==> src/rtl/hot_dec_pkg.sv <==
// Shared constants and state encoding for the 20-bit hot-vector decoder.
package hot_dec_pkg;

   localparam int HOT_WIDTH = 20;
   localparam int HOT_IDX_W = 5;
   localparam int HOT_CNT_W = 8;

   typedef enum logic {
      ST_ACCUM = 1'b0,
      ST_HOLD  = 1'b1
   } hot_dec_state_e;

endpackage : hot_dec_pkg

==> src/rtl/onehot_decoder_5to20.sv <==
// Combinational index-to-one-hot leaf; flags indices that fall outside the vector.
import hot_dec_pkg::*;

module onehot_decoder_5to20 #(
   parameter int WIDTH = HOT_WIDTH,
   parameter int IDX_W = HOT_IDX_W
) (
   input  logic [IDX_W-1:0] idx_i,
   output logic [WIDTH-1:0] onehot_o,
   output logic             in_range_o
);

   always_comb begin
      // NOTE: every output gets a default first so no path leaves it unassigned (no latch).
      onehot_o   = '0;
      in_range_o = (int'(idx_i) < WIDTH);
      for (int i = 0; i < WIDTH; i++) begin
         if (int'(idx_i) == i) onehot_o[i] = 1'b1;
      end
   end

endmodule : onehot_decoder_5to20

==> src/rtl/hot_vector_decoder_20bit.sv <==
// Rebuilds a 20-bit hot vector from a stream of indices; frame closes on last_i.
// Optional duplicate-index flag dup_o is enabled by defining HOT_DEC_DUP_DET_EN.
import hot_dec_pkg::*;

module hot_vector_decoder_20bit #(
   parameter int WIDTH = HOT_WIDTH,
   parameter int IDX_W = HOT_IDX_W,
   parameter int CNT_W = HOT_CNT_W
) (
   input  logic             clk_i,
   input  logic             rst_ni,
   input  logic [IDX_W-1:0] idx_i,
   input  logic             idx_valid_i,
   input  logic             last_i,
   output logic             idx_ready_o,
   output logic [WIDTH-1:0] hot_vector_o,
   output logic [CNT_W-1:0] evt_cnt_o,
   output logic             oor_o,
   output logic             vec_valid_o,
   input  logic             vec_ready_i
`ifdef HOT_DEC_DUP_DET_EN
   ,
   output logic             dup_o
`endif
);

   hot_dec_state_e   state_q;
   logic [WIDTH-1:0] acc_vec_q, acc_vec_d;
   logic [CNT_W-1:0] acc_cnt_q, acc_cnt_d;
   logic             acc_oor_q, acc_oor_d;
   logic [WIDTH-1:0] hot_vector_q;
   logic [CNT_W-1:0] evt_cnt_q;
   logic             oor_q;
   logic [WIDTH-1:0] idx_onehot;
   logic             idx_in_range;
   logic             beat_acc;

   onehot_decoder_5to20 #(
      .WIDTH (WIDTH),
      .IDX_W (IDX_W)
   ) u_onehot (
      .idx_i      (idx_i),
      .onehot_o   (idx_onehot),
      .in_range_o (idx_in_range)
   );

   assign idx_ready_o = (state_q == ST_ACCUM);
   assign beat_acc    = idx_valid_i & idx_ready_o;

   always_comb begin
      acc_vec_d = acc_vec_q | (idx_in_range ? idx_onehot : '0);
      acc_cnt_d = (acc_cnt_q == '1) ? acc_cnt_q : acc_cnt_q + 1'b1;
      acc_oor_d = acc_oor_q | ~idx_in_range;
   end

`ifdef HOT_DEC_DUP_DET_EN
   logic acc_dup_q, acc_dup_d, dup_q;

   // Out-of-range indices decode to all-zero, so they can never register a hit.
   assign acc_dup_d = acc_dup_q | (idx_in_range & |(acc_vec_q & idx_onehot));

   always_ff @(posedge clk_i or negedge rst_ni) begin
      if (!rst_ni) begin
         acc_dup_q <= 1'b0;
         dup_q     <= 1'b0;
      end else if (beat_acc) begin
         acc_dup_q <= last_i ? 1'b0 : acc_dup_d;
         if (last_i) dup_q <= acc_dup_d;
      end
   end

   assign dup_o = dup_q;
`endif

   always_ff @(posedge clk_i or negedge rst_ni) begin
      // NOTE: sequential state uses non-blocking assignments so all registers update together.
      if (!rst_ni) begin
         state_q      <= ST_ACCUM;
         acc_vec_q    <= '0;
         acc_cnt_q    <= '0;
         acc_oor_q    <= 1'b0;
         hot_vector_q <= '0;
         evt_cnt_q    <= '0;
         oor_q        <= 1'b0;
      end else begin
         case (state_q)
            ST_ACCUM: begin
               if (beat_acc) begin
                  if (last_i) begin
                     hot_vector_q <= acc_vec_d;
                     evt_cnt_q    <= acc_cnt_d;
                     oor_q        <= acc_oor_d;
                     acc_vec_q    <= '0;
                     acc_cnt_q    <= '0;
                     acc_oor_q    <= 1'b0;
                     state_q      <= ST_HOLD;
                  end else begin
                     acc_vec_q <= acc_vec_d;
                     acc_cnt_q <= acc_cnt_d;
                     acc_oor_q <= acc_oor_d;
                  end
               end
            end
            ST_HOLD: begin
               if (vec_ready_i) state_q <= ST_ACCUM;
            end
            default: state_q <= ST_ACCUM;
         endcase
      end
   end

   assign vec_valid_o  = (state_q == ST_HOLD);
   assign hot_vector_o = hot_vector_q;
   assign evt_cnt_o    = evt_cnt_q;
   assign oor_o        = oor_q;

endmodule : hot_vector_decoder_20bit

==> config.mk <==
export PLATFORM = sky130hd
export DESIGN_NAME = hot_vector_decoder_20bit
export DESIGN_NICKNAME = d
export VERILOG_FILES = /design/src/rtl/hot_dec_pkg.sv /design/src/rtl/onehot_decoder_5to20.sv /design/src/rtl/hot_vector_decoder_20bit.sv
export SDC_FILE = /design/constraint.sdc
export NUM_CORES = 1
export LEC_CHECK = 0
export ABC_AREA = 0
export BUFFER_PORTS_ARGS = -buffer_cell sky130_fd_sc_hd__buf_4
export CORE_MARGIN = 2
export CORE_UTILIZATION = 51
export CTS_CLUSTER_SIZE = 8
export DETAILED_ROUTE_END_ITERATION = 6
export PLACE_DENSITY = 0.75
export SLEW_MARGIN = 20
export SYNTH_ARGS = -nofsm -noshare
export SYNTH_HDL_FRONTEND = slang
export SYNTH_SLANG_ARGS = --single-unit
==> constraint.sdc <==
create_clock -name clk_i -period 1.5 [get_ports clk_i]
set_input_delay 0.3 -clock clk_i [delete_from_list [all_inputs] [get_ports clk_i]]
set_output_delay 0.3 -clock clk_i [all_outputs]
set_load 0.02 [all_outputs]
### After elaboration in Yosys (flattened, before gate mapping)

Cells that the tools add are included.

| operators by class | value |
|---|---|
| $add $sub $neg | 1 |
| magnitude comparators | 1 |
| equal/unequal tests | 20 |
| mux-type cells | 29 |
| bitwise gates (word level) | 5 |
| reduce and logical (&&, ||, !) cells | 3 |

Operators by type and width:

| operator | number |
|---|---|
| 5-bit equality test, second input constant | 12 |
| 20-bit two-way mux | 2 |
| 1-bit two-way mux | 24 |
| 5-bit by 4-bit equality test with 1-bit output, second input constant | 4 |
| 20-bit bitwise OR | 1 |
| 8-bit two-way mux | 2 |
| 5-bit by 3-bit equality test with 1-bit output, second input constant | 2 |
| 8-bit by 1-bit adder with 8-bit output, second input constant | 1 |
| 8-bit equality test, second input constant | 1 |
| 5-bit by 2-bit equality test with 1-bit output, second input constant | 1 |
| 5-bit logical NOT | 1 |
| 5-bit less-than comparator, second input constant | 1 |
| 3-bit AND reduction | 1 |
| 1-bit NOT | 2 |
| 1-bit one-hot mux with 2 select lines | 1 |
| 2-bit AND reduction | 1 |
| 1-bit bitwise AND | 1 |
| 1-bit bitwise OR | 1 |

| storage, ports and cells | value |
|---|---|
| register bits | 59 |
| bits of input ports | 10 |
| output and inout port bits | 31 |
| word-level logic and storage cells | 66 |

### Depth between registers and ports, before layout

| depth | value |
|---|---|
| depth in word-level cells | 5 |
| mapped depth | 6 |
| depth with buffers taken out | 4 |

### Modules after synthesis

A second synthesis with hierarchy kept.

| unflattened totals | value |
|---|---|
| cells, all modules | 294 |
| area total of the unflattened synthesis | 2707.6 sq um |

Modules (own cells, without submodules):

| module | times used | cells an instance | area an instance (sq um) | seq. area each (sq um) |
|---|---|---|---|---|
| hot_vector_decoder_20bit | 1 | 260 | 2527.4 | 1476.4 |
| onehot_decoder_5to20 | 1 | 34 | 180.2 | 0.0 |

### Worst setup path after synthesis

OpenSTA, ideal clock, no wires.

| path | value |
|---|---|
| path type | reg2reg |
| from | register acc_cnt_q[0] |
| to | register acc_cnt_q[0] |
| library setup time | 0.124 ns |
| arrival | 1.492 ns |
| required time | 1.376 ns |
| path slack | -0.116 ns |
| cell stages (with the launch flop) | 7 |
| buffers on the path | 2 |
| period minus slack after synthesis | 1.616 ns |
| cells stage by stage | dfrtp_1 ha_1 buf_6 and4_4 buf_6 and4_1 a211o_1 |

| between the ends | value |
|---|---|
| word-level cells in the longest chain between the ends | 3 |
| elaborated cells between the ends (all ways) | 4 |
| classes of those cells | add/sub: 1; eq/ne: 1; mux: 2 |

RTL lines:

| element | line | RTL |
|---|---|---|
| start, declared | hot_vector_decoder_20bit.sv:29 | `logic [CNT_W-1:0] acc_cnt_q, acc_cnt_d;` |
| start signal, assigned | hot_vector_decoder_20bit.sv:99 | `acc_cnt_q <= acc_cnt_d;` |
| 8-bit by 1-bit adder with 8-bit output / 8-bit equality test (equally long branches) | hot_vector_decoder_20bit.sv:52 | `acc_cnt_d = (acc_cnt_q == '1) ? acc_cnt_q : acc_cnt_q + 1'b1;` |
| 8-bit two-way mux * | hot_vector_decoder_20bit.sv:52 |  |
| 8-bit two-way mux * | hot_vector_decoder_20bit.sv:89 | `if (last_i) begin` |

Every way passes the cells marked *; elsewhere a longest branch is shown, timed or not.
A chain may end at the register's enable or synchronous reset.

### Worst setup path after layout

| path | value |
|---|---|
| from | register state_q (netlist: vec_valid_o) |
| to | output idx_ready_o |

| between the ends | value |
|---|---|
| word-level cells in the longest chain between the ends | 1 |

RTL lines:

| element | line | RTL |
|---|---|---|
| start, declared | hot_vector_decoder_20bit.sv:27 | `hot_dec_state_e state_q;` |
| start signal, assigned | hot_vector_decoder_20bit.sv:78 | `state_q <= ST_ACCUM;` |
| start signal, assigned | hot_vector_decoder_20bit.sv:96 | `state_q <= ST_HOLD;` |
| start signal, assigned | hot_vector_decoder_20bit.sv:105 | `if (vec_ready_i) state_q <= ST_ACCUM;` |
| 1-bit NOT (no source line) | n/a |  |
| end, declared | hot_vector_decoder_20bit.sv:15 | `output logic idx_ready_o,` |

No other way between the ends.

==> impl_metrics.tcl <==
set metrics [dict create \
    status "complete, no violations" \
    crit_path_end_kind "primary output" \
    cp_max_fo 10 \
    syn_avg_cell_area_um2 9.78 \
    clock_power_share_pct 29.2 \
    p_per_area_nw_per_um2 1170 \
    grt_pass1_vias 2210 \
    drc 0 \
    slew_viol_final 0 \
    initial_core_util_pct 53.7 \
    io_pins 41 \
    finalClockSkew_ns 0.0116 \
    hold_start "vec_ready_i" \
    post-route-period-util_pct 95.4 \
    holdCritPathClass "primary input to flip-flop" \
    layout_setup_ws_ns 0.0694 \
    fp.coreArea_um2 5170 \
    r2r_start "acc_cnt_q[0]$_DFFE_PN0P_" \
    antenna_cells 0 \
    p_int_w 0.00273 \
    rows 26 \
    nNetsFinal 344 \
    place_inst 390 \
    cpMaxStageDelayCell "dfrtp_1" \
    clock_sinks 59 \
    ctsRootBufferMaster "clkbuf_8" \
    fillers 423 \
    p_sw_share_pct 31.4 \
    drive_gt1_share_pct 25.6 \
    dp_hpwl_um 4490 \
    rsz0062_at_grt "false" \
    crit_path_start "vec_valid_o$_DFF_PN0_" \
    synthToLayoutAreaGrowth_pct 22.4 \
    gp_congestion 0.852 \
    synth_top_cell_by_area "dfrtp_1" \
    pre_cts_slack_ns 0.0135 \
    hold_violations 0 \
    synth_cell_types 44 \
    cts_max_level 3 \
    synthCells 284 \
    ant_nets 0 \
    portBuffers 40 \
    via_per_inst 5.68 \
    grt_pass1_wl_um 10800 \
    ys_warn_count 0 \
    wl_per_cell_um 15.7 \
    insertion_delay_ns 0.34 \
    finalSetupViolCount 0 \
    drt_iter0_drc 131 \
    synth_seq_cells 59 \
    yosysSeqAreaShare_pct 53.2 \
    p_sw_w 0.00125 \
    crit_path_start_kind "flip-flop" \
    max_cap_violations 0 \
    netlist_area_um2 2780 \
    netlist.area_leader.share_pct 53.2 \
    firstDrtPassIters 4 \
    worst_pin_slew_ns 0.419 \
    clockBufferDepth 2 \
    dieArea_um2 6050 \
    synth-main-ff-cell "dfrtp_1" \
    timing.final.crit_period_ns 1.43 \
    grt-ovfl-total 0 \
    worstPathArrival_ns 1.13 \
    grt_max_degree 33 \
    power.leakage_nw 1.59 \
    pwr-share-seq_pct 48.3 \
    max_stage_delay_ns 0.53 \
    wl_um 6360 \
    hold-worst-slack_ns 0.193 \
    path_cells "inv_1 -> buf_4" \
    yosys-top-cells-area "dfrtp_1 (53%), a21oi_1 (5.6%), o21ai_0 (5.2%)" \
    fp.dieW_um 77.8 \
    synth_fp_nets 295 \
    slew_headroom_pct 72.1 \
    criticalPathCategory "flip-flop to primary output" \
    fmaxAchievable_ghz 0.699 \
    track_usage_pct 23.0 \
    cts.clk_slew.worst_paths_ns 0.07 \
    layout.cells.non_filler 406 \
    comb_power_share_pct 22.6 \
    irDropWorstVdd_mv 0.682 \
    antenna_found_initial 0 \
    synthArstFlopShare_pct 100 \
    cts_tree "built" \
    numCtsBuffers 9 \
    synth_edf_count 0 \
    vias 2308 \
    crit_required_ns 1.20 \
    die_y_um 77.8 \
]
-- cell usage in the layout, fill, tap and decap left out, types with 3 or more instances in the layout --
cell type	n
nand3_1	3
nor3_1	3
nand2_1	30
a31oi_1	21
nand4_1	3
nor3b_2	3
dfrtp_1	58
o31ai_1	6
buf_4	58
nor2b_1	6
a21oi_1	31
o21ai_1	3
clkbuf_8	9
o21ai_0	28
inv_1	4
nor2_1	26
-- metrics by stage --
| stage | power [W] | cell area (um2) | utilization [%] | setup TNS (ns) |
|---|---|---|---|---|
| detailed placement | 0.00284 | 3220 | 62.2 | 0 |
| finish | 0.00398 | 3400 | 65.7 | 0 |
| CTS | 0.00400 | 3380 | 65.4 | 0 |
| global placement | 0.00282 | 3220 | 62.2 | 0 |
| global route | 0.00418 | 3400 | 65.7 | 0 |
| floorplan | 0.00244 | 2790 | - | -0.00839 |
-- registers in the layout, summed over array words and instances, names as in the netlist --
register	count
acc_cnt_q	8
acc_oor_q	1
oor_o	1
vec_valid_o	1
hot_vector_o	20
acc_vec_q	20
evt_cnt_o	8
-- critical path: cells and delay by family (launching register included) --
kind                   cells  cell delay (ns)
buffers and inverters      2             0.26
flip-flops                 1             0.53
-- layout make-up --
type / count / area, um2 / area share (%)
clock buffer: 11 / 131 / 3.86
clock inverter: 3 / 17.5 / 0.515
inverter: 4 / 15.0 / 0.442
multi-input combinational: 198 / 1190 / 34.9
sequential: 59 / 1480 / 43.5
tap: 70 / 87.6 / 2.58
timing repair buffer: 61 / 485 / 14.3
-- kinds of logic after synthesis --
family	share of synthesized area, %
adders and majority gates	0.450
and+or+nand+nor	18.6
AOI/OAI and AO/OA	22.3
DFF	53.2
xor gates and xnor gates	0.315
buffers and inverters	5.22
-- Yosys cell counts (all sizes together), types with 2 or more instances --
master	number
nand4	3
nor3b	3
and3	3
nand2b	2
buf	17
nand2	30
a21oi	31
and3b	2
and4	3
nor2b	6
a31oi	21
o31ai	6
o21ai	31
dfrtp	59
clkbuf	6
and2	2
a211o	2
nor2	26
o211a	2
nor4b	3
inv	4
nor3	3
nand3	4
-- path summary, 6_finish.rpt --
path                            slack (ns)                      endpoint  cells after the start
min in group asynchronous             0.43  hot_vector_o[13]$_DFFE_PN0P_                      2
worst max register to register        0.11      acc_cnt_q[3]$_DFFE_PN0P_                      4
worst min-delay path                  0.19         vec_valid_o$_DFF_PN0_                      2
worst min register to register        0.48  hot_vector_o[10]$_DFFE_PN0P_                      2
max in group asynchronous             0.60   hot_vector_o[1]$_DFFE_PN0P_                      3
worst max-delay path                  0.07                   idx_ready_o                      2
-- metal layers --
metal / global-route usage (%) / part of all wire [%]
met1: 31.5 / 48
met2: 35.4 / 47
met3: 5.93 / 4.7
met4: 8.39 / 1.1
met5: 0 / 0
-- power by group through the flow --
stage	Clock, W	Combinational [W]	Sequential (W)
after floorplan	0	0.000400	0.00204
final	0.00116	0.000897	0.00192
after detailed placement	0	0.000891	0.00195
after global routing	0.00125	0.000979	0.00195
after CTS	0.00118	0.000897	0.00192
after global placement	0	0.000881	0.00194
-- what timing repair did --
item / 4_1_cts / 5_1_grt
resized for setup: 1 / 4
pin swaps: 0 / 1
hold buffers: 1 / 0
gates cloned: 0 / 0
endpoints found under the setup margin: 1 / 8
buffers inserted: 0 / 1
endpoints found under the hold margin: 30 / 0
No activity file was read; power rests on OpenSTA's default activity.
